==> config.mk <==
export PLATFORM = sky130hd
export DESIGN_NAME = fminmax_pipe
export DESIGN_NICKNAME = d
export VERILOG_FILES = /design/src/rtl/fpu_pkg.sv /design/src/rtl/fp_order_pre.sv /design/src/rtl/fminmax_pipe.sv
export SDC_FILE = /design/constraint.sdc
export NUM_CORES = 1
export LEC_CHECK = 0
export ABC_CLOCK_PERIOD_IN_PS = 2400
export CELL_PAD_IN_SITES_DETAIL_PLACEMENT = 0
export CELL_PAD_IN_SITES_GLOBAL_PLACEMENT = 1
export CORE_MARGIN = 2
export CORE_UTILIZATION = 25
export DETAILED_ROUTE_END_ITERATION = 10
export HOLD_SLACK_MARGIN = 0.06
export PLACE_DENSITY = 0.6
export SLEW_MARGIN = 20
export SYNTH_ARGS = -nofsm -noshare
export SYNTH_HDL_FRONTEND = slang
export SYNTH_HIERARCHICAL = 1
export SYNTH_SLANG_ARGS = --single-unit
export TNS_END_PERCENT = 5
==> constraint.sdc <==
create_clock -name clk -period 2.4 [get_ports clk]
set_input_delay 0.48 -clock clk [delete_from_list [all_inputs] [get_ports clk]]
set_output_delay 0.48 -clock clk [all_outputs]
set_load 0.01 [all_outputs]
==> src/rtl/fpu_pkg.sv <==
// Shared FPU definitions: field widths, min/max opcodes, operand field helpers
// and the stage-1 ordering precompute record.
package fpu_pkg;

   localparam int FP_W  = 32;
   localparam int EXP_W = 8;
   localparam int MAN_W = 23;

   localparam logic OP_FMIN = 1'b0;
   localparam logic OP_FMAX = 1'b1;

   // Encoded as {s1, s2}
   typedef enum logic [1:0] {
      SC_PP = 2'b00,
      SC_PN = 2'b01,
      SC_NP = 2'b10,
      SC_NN = 2'b11
   } sign_cls_t;

   typedef struct packed {
      sign_cls_t cls;
      logic      mag_lt;
      logic      mag_eq;
      logic      both_zero;
   } ord_pre_t;

   function automatic logic fp_sign(input logic [FP_W-1:0] x);
      return x[FP_W-1];
   endfunction

   function automatic logic [FP_W-2:0] fp_mag(input logic [FP_W-1:0] x);
      return x[FP_W-2:0];
   endfunction

endpackage

==> src/rtl/fp_order_pre.sv <==
// Stage-1 ordering precompute: sign class plus magnitude relations that the
// second stage folds into the final x1 < x2 flag.
module fp_order_pre
   import fpu_pkg::*;
(
   input  logic [FP_W-1:0] x1,
   input  logic [FP_W-1:0] x2,
   output ord_pre_t        pre
);

   logic [FP_W-2:0] m1, m2;

   always_comb begin
      m1            = fp_mag(x1);
      m2            = fp_mag(x2);
      pre.cls       = sign_cls_t'({fp_sign(x1), fp_sign(x2)});
      pre.mag_lt    = (m1 < m2);
      pre.mag_eq    = (m1 == m2);
      pre.both_zero = (m1 == '0) && (m2 == '0);
   end

endmodule

==> src/rtl/fminmax_pipe.sv <==
// Two-stage FMIN/FMAX unit: S1 holds operands and ordering partials, S2 holds
// the resolved lt flag and selected operand. Valid/ready on both sides.
module fminmax_pipe
   import fpu_pkg::*;
#(
   parameter int W = FP_W
) (
   input  logic         clk,
   input  logic         rst,
   input  logic         in_valid,
   output logic         in_ready,
   input  logic         op,
   input  logic [W-1:0] x1,
   input  logic [W-1:0] x2,
   output logic         out_valid,
   input  logic         out_ready,
   output logic [W-1:0] y,
   output logic         lt
);

   localparam int STAGES = 2;

   logic [STAGES:1] vld_pipe;
   logic            adv1, adv2;

   ord_pre_t        pre_c, s1_pre;
   logic [W-1:0]    s1_x1, s1_x2;
   logic            s1_op;
   logic            lt_c;
   logic [W-1:0]    y_c;

   fp_order_pre u_pre (
      .x1  (x1),
      .x2  (x2),
      .pre (pre_c)
   );

   assign adv2      = vld_pipe[1] & (~vld_pipe[2] | out_ready);
   assign adv1      = ~vld_pipe[1] | adv2;
   assign in_ready  = adv1;
   assign out_valid = vld_pipe[2];

   always_ff @(posedge clk or posedge rst) begin
      if (rst) begin
         vld_pipe <= '0;
      end else begin
         if (adv1)
            vld_pipe[1] <= in_valid;
         if (adv2)
            vld_pipe[2] <= 1'b1;
         else if (out_ready)
            vld_pipe[2] <= 1'b0;
      end
   end

   // Operand/partial registers carry no reset; their valid bit guards them.
   always_ff @(posedge clk) begin
      if (adv1 && in_valid) begin
         s1_x1  <= x1;
         s1_x2  <= x2;
         s1_op  <= op;
         s1_pre <= pre_c;
      end
   end

   always_comb begin
      lt_c = 1'b0;
      unique case (s1_pre.cls)
         SC_PP:   lt_c = s1_pre.mag_lt;
         SC_NP:   lt_c = ~s1_pre.both_zero;
         SC_PN:   lt_c = 1'b0;
         SC_NN:   lt_c = ~(s1_pre.mag_lt | s1_pre.mag_eq);
         default: lt_c = 1'b0;
      endcase
      // Ties fall to the else arm: FMIN returns x2, FMAX returns x1.
      if (s1_op == OP_FMAX)
         y_c = lt_c ? s1_x2 : s1_x1;
      else
         y_c = lt_c ? s1_x1 : s1_x2;
   end

   always_ff @(posedge clk or posedge rst) begin
      if (rst) begin
         y  <= '0;
         lt <= 1'b0;
      end else if (adv2) begin
         y  <= y_c;
         lt <= lt_c;
      end
   end

endmodule

==> run_results.csv, run 1 <==
group,metric,value,unit
setup_path,start_kind,"input port",
global_route,grt-ovfl-total,0,
clock_tree,tritoncts,"done",
floorplanning,die_area,20500,um2
cells_and_area,n_antenna_cell,0,
power,swShare,25.6,%
power,p_sw,0.00125,W
setup_path,critPathBufInv,2,
clock_tree,htreeDepth,3,
routing,vias,3687,
setup_path,path_class,"input port to output pin",
power,power_frac_seq,46.1,%
sta,hold_viol_final,0,
synthesis,synth_cells,405,
setup_path,slowest_stage,"clkdlybuf4s50_1",
setup_path,reg2reg_to,"y[11]$_DFFE_PP0P_",
floorplanning,io_pins,104,
clock_tree,post_cts_resize_count,0,
sta,rsz0062_at_grt,"no",
global_route,antenna_found_initial,0,
global_route,grt_use_total,14.5,%
routing,drt_iter0_drc,236,
sta,setup_viol,0,
floorplanning,initial_core_util,25.7,%
synthesis,async_reset_ff_share,33.3,%
routing,routed_wirelength,14000,um
floorplanning,rows,50,
setup_path,crit_fanout,3,
synthesis,ys_warn_count,6,
global_route,grt_use_met3,3.49,%
setup_path,regToRegSetupSlack,0.30,ns
sta,drv_slew,0,
clock_tree,clk_path_buf_depth,2,
sta,relSlewSlack,26.8,%
global_route,grt-busiest-layer,"met2",
clock_tree,insertion_delay,0.35,ns
routing,ant_nets,0,
global_route,first_global_vias,3712,
synthesis,synth_fp_nets,505,
clock_tree,cts_buffers,9,
sta,clock_skew,0.00866,ns
power,p_int,0.00363,W
synthesis,synth.distinct_cells,41,
routing,drt-vias-per-instance,4.55,
setup_path,crit_end,"in_ready",
setup_path,cp.arrival,1.78,ns
clock_tree,cts-root-buf,"clkbuf_16",
setup_path,crit_start,"out_ready",
floorplanning,die_x,143,um
synthesis,synth_area_leader_cell,"edfxtp_1",
synthesis,synth_edf_count,70,
routing,wl_per_cell,17.3,um
synthesis,synth_top_cells_by_area,"edfxtp_1, dfrtp_1, ha_1, a31oi_1, nand3_1",
routing,drc,0,
clock_tree,cts_num_sinks,105,
sta,fin_crit_sh,94.3,%
cells_and_area,final_area,6780,um2
synthesis,synth_top_area_share,43.4,%
sta,period_minus_slack,2.26,ns
global_route,grt_max_degree,71,
setup_path,reg2reg_depth,4,
power,power.total,0.00487,W
setup_path,cpPeakStageDelay,0.50,ns
floorplanning,die_h,143,um
placement,gp_congestion,0.745,
run_status,status,"finished, final reports clean",
power,combPwrFrac,20.9,%
power,p_leak,2.65,nW
clock_tree,cts_setup_buffers,0,
synthesis,ys_ff_latch,105,
setup_path,r2r-start,"s1_pre[3]$_DFFE_PP_",
global_route,grt_use_met1,20.2,%
placement,port-buffer-count,103,
setup_path,crit_path_frequent_cell,"clkdlybuf4s50_1",
cells_and_area,fin_nets,645,
clock_tree,clkTransAtPathRegs,0.07,ns
cells_and_area,n_fill_cell,1897,
setup_path,critical_path_depth,4,
floorplanning,fp.coreArea,18800,um2
placement,placed_area,6460,um2
power,p_clk_share,33.0,%
setup_path,crit_path_cell_trace,"clkdlybuf4s50_1 > nor2b_1 > nand2_1 > clkdlybuf4s50_1",
cells_and_area,areaGrowthSynthToFinish,40.0,%
sta,tightestPinTransition,1.10,ns
power,peakVddDrop,361,uV
power,p_per_area,719,nW/um2
cells_and_area,final_layout_size_suffix_gt1_share,13.1,%
clock_tree,cts-hold-fix-buffers,0,
placement,dp_hpwl,10300,um
synthesis,syn_area,4840,um2
setup_path,crit_required,1.92,ns
min_path,hold_path.class,"flip-flop to flip-flop",
global_route,grtUsageMet2,21.9,%
routing,firstDrtPassIters,4,
global_route,grt_pass1_wl,21900,um
sta,max_clock_freq,442,MHz
setup_path,crit_family,"buffers and inverters",
synthesis,synth_flop_cell,"edfxtp_1",
synthesis,seq_area_frac_synth,61.5,%
synthesis,synth_area_per_cell,12.0,um2
setup_path,crit_path_end_kind,"output pin",
flow_run,maxCapViolCount,0,
-- cell usage after synthesis, types with 3 or more instances --
library cell  number
o21ai_1           32
edfxtp_1          70
buf_2              6
ha_1              31
o21ai_0            5
inv_1             32
buf_4              3
buf_8              3
nor2_1            40
nor4_1            16
nor2b_1            3
nand3_1           35
clkbuf_1           9
nand2_1            8
dfrtp_1           35
a21oi_1            9
a21o_1             3
nand4_1            7
a31oi_1           31
-- metrics by stage --
stage / hold WS, ns / cells / utilization, % / setup WS, ns / setup TNS [ns]
2_1_floorplan: 0.454 / 405 / - / 0.367 / 0
3_3_place_gp: 0.475 / 794 / 34.3 / -0.0356 / -0.0356
3_5_place_dp: 0.501 / 794 / 34.3 / -0.133 / -0.133
4_1_cts: 0.513 / 810 / 36.0 / 0.119 / 0
5_1_grt: 0.542 / 810 / 36.0 / 0.0154 / 0
6_report: 0.502 / 810 / 36.0 / 0.136 / 0
-- flip-flops by register name, indices dropped and copies added (netlist names) --
name	flops
lt	1
s1_op	1
s1_pre	5
s1_x1	32
s1_x2	32
vld_pipe	2
y	32
-- area by class of cell --
class                   count  area, um2  share of cell area [%]
flip-flops and latches    105       2980                    43.9
inverters                  32        120                    1.77
repair buffers            150       1410                    20.8
well taps                 260        325                    4.80
clock buffers              12        246                    3.64
clock inverters             4       76.3                    1.13
multi-input cells         247       1630                    24.0
-- power by group through the flow --
stage / combinational, W / clock (W) / sequential (W)
floorplan: 0.000399 / 0 / 0.00232
global placement: 0.00103 / 0 / 0.00228
detailed placement: 0.00104 / 0 / 0.00229
CTS: 0.00104 / 0.00166 / 0.00225
global route: 0.00112 / 0.00172 / 0.00227
finish: 0.00102 / 0.00161 / 0.00225
-- layout by cell type (no fill, tap or decap), drive strengths merged, types with 2 or more instances in the layout --
master / netlist / routed
nand4: 7 / 7
o211ai: 2 / 2
a21o: 3 / 3
a221oi: 2 / 2
clkdlybuf4s50: 0 / 103
dfrtp: 35 / 35
ha: 31 / 31
nor2b: 3 / 3
nor4: 16 / 16
inv: 32 / 33
a31oi: 32 / 32
bufinv: 0 / 2
a21oi: 10 / 10
o21ai: 37 / 37
buf: 12 / 47
a211oi: 2 / 2
nand2: 8 / 8
nand3: 35 / 35
clkbuf: 9 / 12
edfxtp: 70 / 70
nor2: 40 / 40
and4: 2 / 2
and2: 2 / 2
nand2b: 2 / 2
-- cell families (layout without fill, tap and decap cells) --
logic type      count (synthesis)  after routing  share of synthesized area [%]
simple gates                  122            122                           12.9
flops                         105            105                           61.5
compound gates                 94             94                           12.4
buf+inv                        53            198                           5.19
fa+ha+maj                      31             31                           8.01
-- worst min path at each step --
| stage | start | endpoint | depth (start not counted) |
|---|---|---|---|
| floorplan | vld_pipe[1]$_DFFE_PP0P_ | vld_pipe[2]$_DFFE_PP0P_ | 1 |
| global placement | vld_pipe[1]$_DFFE_PP0P_ | vld_pipe[2]$_DFFE_PP0P_ | 1 |
| detailed placement | vld_pipe[1]$_DFFE_PP0P_ | vld_pipe[2]$_DFFE_PP0P_ | 1 |
| CTS | vld_pipe[1]$_DFFE_PP0P_ | vld_pipe[2]$_DFFE_PP0P_ | 1 |
| global route | vld_pipe[1]$_DFFE_PP0P_ | vld_pipe[2]$_DFFE_PP0P_ | 1 |
| finish | vld_pipe[1]$_DFFE_PP0P_ | vld_pipe[2]$_DFFE_PP0P_ | 1 |
-- routing by layer --
metal	share of wire (%)	vias to the layer above
li1	-	1797
met1	47	1764
met2	45	113
met3	6.5	13
met4	1.6	0
met5	0	-
(Power assumes the default switching activity.)
==> run 2: changes to the inputs <==
--- a/config.mk
+++ b/config.mk
@@ -9,10 +9,11 @@
 export CELL_PAD_IN_SITES_DETAIL_PLACEMENT = 0
 export CELL_PAD_IN_SITES_GLOBAL_PLACEMENT = 1
 export CORE_MARGIN = 2
-export CORE_UTILIZATION = 25
+export CORE_UTILIZATION = 36
 export DETAILED_ROUTE_END_ITERATION = 10
 export HOLD_SLACK_MARGIN = 0.06
-export PLACE_DENSITY = 0.6
+export PLACE_DENSITY = 0.8
+export REMOVE_ABC_BUFFERS = 1
 export SLEW_MARGIN = 20
 export SYNTH_ARGS = -nofsm -noshare
 export SYNTH_HDL_FRONTEND = slang
==> run 2 against run 1 <==
  * Total power grew 0.45%
  * Worst hold slack improved by 0.0077 ns
  * Non-clock buffer count decreased by 8
  * Register-to-register slack better by 0.06 ns
  * Cell count down 11%
  * Largest power group unchanged
==> run_results.csv, run 2 (synthesis results as in run 1) <==
group,metric,value,unit
global_route,grt-ovfl-total,0,
global_route,grt-busiest-layer,"met2",
routing,wl_per_cell,17.5,um
cells_and_area,final_common_cell,"clkdlybuf4s50_1",
clock_tree,cts_buffers,9,
clock_tree,cts-root-buf,"clkbuf_16",
floorplanning,io_pins,104,
sta,period_minus_slack,2.26,ns
cells_and_area,areaGrowthSynthToFinish,36.9,%
sta,hold_slack,0.510,ns
global_route,grt_pass1_wl,20000,um
routing,drc,0,
power,combPwrFrac,20.3,%
floorplanning,die_area,14400,um2
global_route,grtUsageMet2,29.4,%
cells_and_area,final_layout_size_suffix_gt1_share,11.8,%
sta,drv_slew,0,
setup_path,r2r-start,"s1_pre[3]$_DFFE_PP_",
clock_tree,clk_path_buf_depth,2,
power,p_per_area,739,nW/um2
setup_path,start_kind,"input port",
floorplanning,die_x,120,um
sta,rsz0062_at_grt,"no",
min_path,holdPathStages,1,
sta,clock_skew,0.00438,ns
floorplanning,fp.coreArea,13200,um2
setup_path,path_class,"input port to output pin",
clock_tree,cts-hold-fix-buffers,0,
floorplanning,initial_core_util,36.7,%
min_path,hold_path.class,"flip-flop to flip-flop",
routing,firstDrtPassIters,5,
global_route,antenna_found_initial,0,
min_path,min-delay-start,"vld_pipe[1]$_DFFE_PP0P_",
power,p_leak,2.62,nW
sta,setup_viol,0,
floorplanning,rows,42,
min_path,holdPathEnd,"vld_pipe[2]$_DFFE_PP0P_",
flow_run,maxCapViolCount,0,
sta,hold_viol_final,0,
setup_path,cpPeakStageDelay,0.50,ns
power,p_clk_share,33.8,%
setup_path,crit_start,"out_ready",
cells_and_area,final_area,6630,um2
setup_path,crit_path_end_kind,"output pin",
setup_path,crit_path_cell_trace,"clkdlybuf4s50_1 > nor2b_1 > nand2_1 > clkdlybuf4s50_1",
setup_path,crit_path_frequent_cell,"clkdlybuf4s50_1",
clock_tree,htreeDepth,3,
sta,tightestPinTransition,0.980,ns
placement,dp_cells,702,
clock_tree,cts_setup_buffers,0,
power,p_int,0.00368,W
routing,drt_iter0_drc,245,
power,swShare,24.8,%
placement,placed_area,6290,um2
sta,relSlewSlack,34.7,%
placement,port-buffer-count,103,
clock_tree,cts_num_sinks,105,
run_status,status,"finished, final reports clean",
floorplanning,die_h,120,um
setup_path,crit_required,1.92,ns
sta,fin_crit_sh,94.4,%
cells_and_area,top_regs,"s1_x1 (32), s1_x2 (32), y (32)",
clock_tree,clkTransAtPathRegs,0.07,ns
setup_path,reg2reg_to,"y[12]$_DFFE_PP0P_",
routing,vias,3685,
power,power_frac_seq,45.9,%
placement,dp_hpwl,8980,um
setup_path,reg2reg_depth,4,
routing,drt-vias-per-instance,5.13,
setup_path,regToRegSetupSlack,0.36,ns
global_route,grt_max_degree,71,
routing,routed_wirelength,12500,um
power,peakVddDrop,364,uV
clock_tree,post_cts_resize_count,0,
clock_tree,insertion_delay,0.34,ns
sta,max_clock_freq,442,MHz
global_route,grt_use_total,18.2,%
setup_path,slowest_stage,"clkdlybuf4s50_1",
setup_path,crit_fanout,3,
power,p_sw,0.00121,W
global_route,first_global_vias,3747,
cells_and_area,final_cell_mix,"clkdlybuf4s50_1, edfxtp_1, nor2_1, buf_4",
cells_and_area,n_antenna_cell,0,
global_route,grt_use_met3,3.52,%
setup_path,cp.arrival,1.78,ns
routing,ant_nets,0,
global_route,grt_use_met1,25.2,%
cells_and_area,fin_cells,718,
placement,gp_congestion,0.830,
clock_tree,tritoncts,"done",
cells_and_area,fin_nets,637,
## run 2: cell count changes in the layout (fill, tap and decap cells not counted), sizes merged
cell and delta:
inv -1, bufinv +1, clkinv +2, buf -8, clkbuf -2
## run 2: final cells by class
cell class / instances / area [um2]
clock buffers: 10 / 229
fillers: 1150 / 6560
multi-input cells: 247 / 1630
flip-flops and latches: 105 / 2980
repair buffers: 142 / 1350
clock inverters: 6 / 106
well taps: 176 / 220
inverters: 32 / 120
## run 2: through the flow
stage               TNS (ns)  worst slack (ns)  util, %  power, W
finish                     0             0.136     50.2   0.00490
global route               0            0.0710     50.2   0.00511
CTS                        0             0.130     50.2   0.00493
detailed placement   -0.0689           -0.0689     47.7   0.00329
global placement     -0.0719           -0.0719     47.7   0.00326
floorplan             -51.31            -0.722        -   0.00269
## run 2: critical path: cells and delay by family
kind                   cells  cell delay, ns
and+or+nand+nor            2            0.41
buffers and inverters      2            0.89
## run 2: metal layers
layer | routed length (um) | share of wire, %
met5 | 0 | 0
met4 | 155 | 1.2
met3 | 588 | 4.7
met2 | 6060 | 48
met1 | 5750 | 46
## run 2: power groups by stage
stage | logic [W] | registers (W) | clock network, W
after global routing | 0.00109 | 0.00227 | 0.00175
final | 0.000994 | 0.00225 | 0.00166
after floorplan | 0.000367 | 0.00233 | 0
after global placement | 0.000984 | 0.00228 | 0
after CTS | 0.00101 | 0.00225 | 0.00168
after detailed placement | 0.00100 | 0.00229 | 0
## run 2: how the worst max path moves through the flow
stage	to	slack, ns	cells past startpoint
5_1_grt	in_ready	0.07	4
2_1_floorplan	y[10]$_DFFE_PP0P_	-0.72	4
3_5_place_dp	s1_pre[2]$_DFFE_PP_	-0.07	8
6_report	in_ready	0.14	4
3_3_place_gp	s1_pre[2]$_DFFE_PP_	-0.07	8
4_1_cts	in_ready	0.13	4
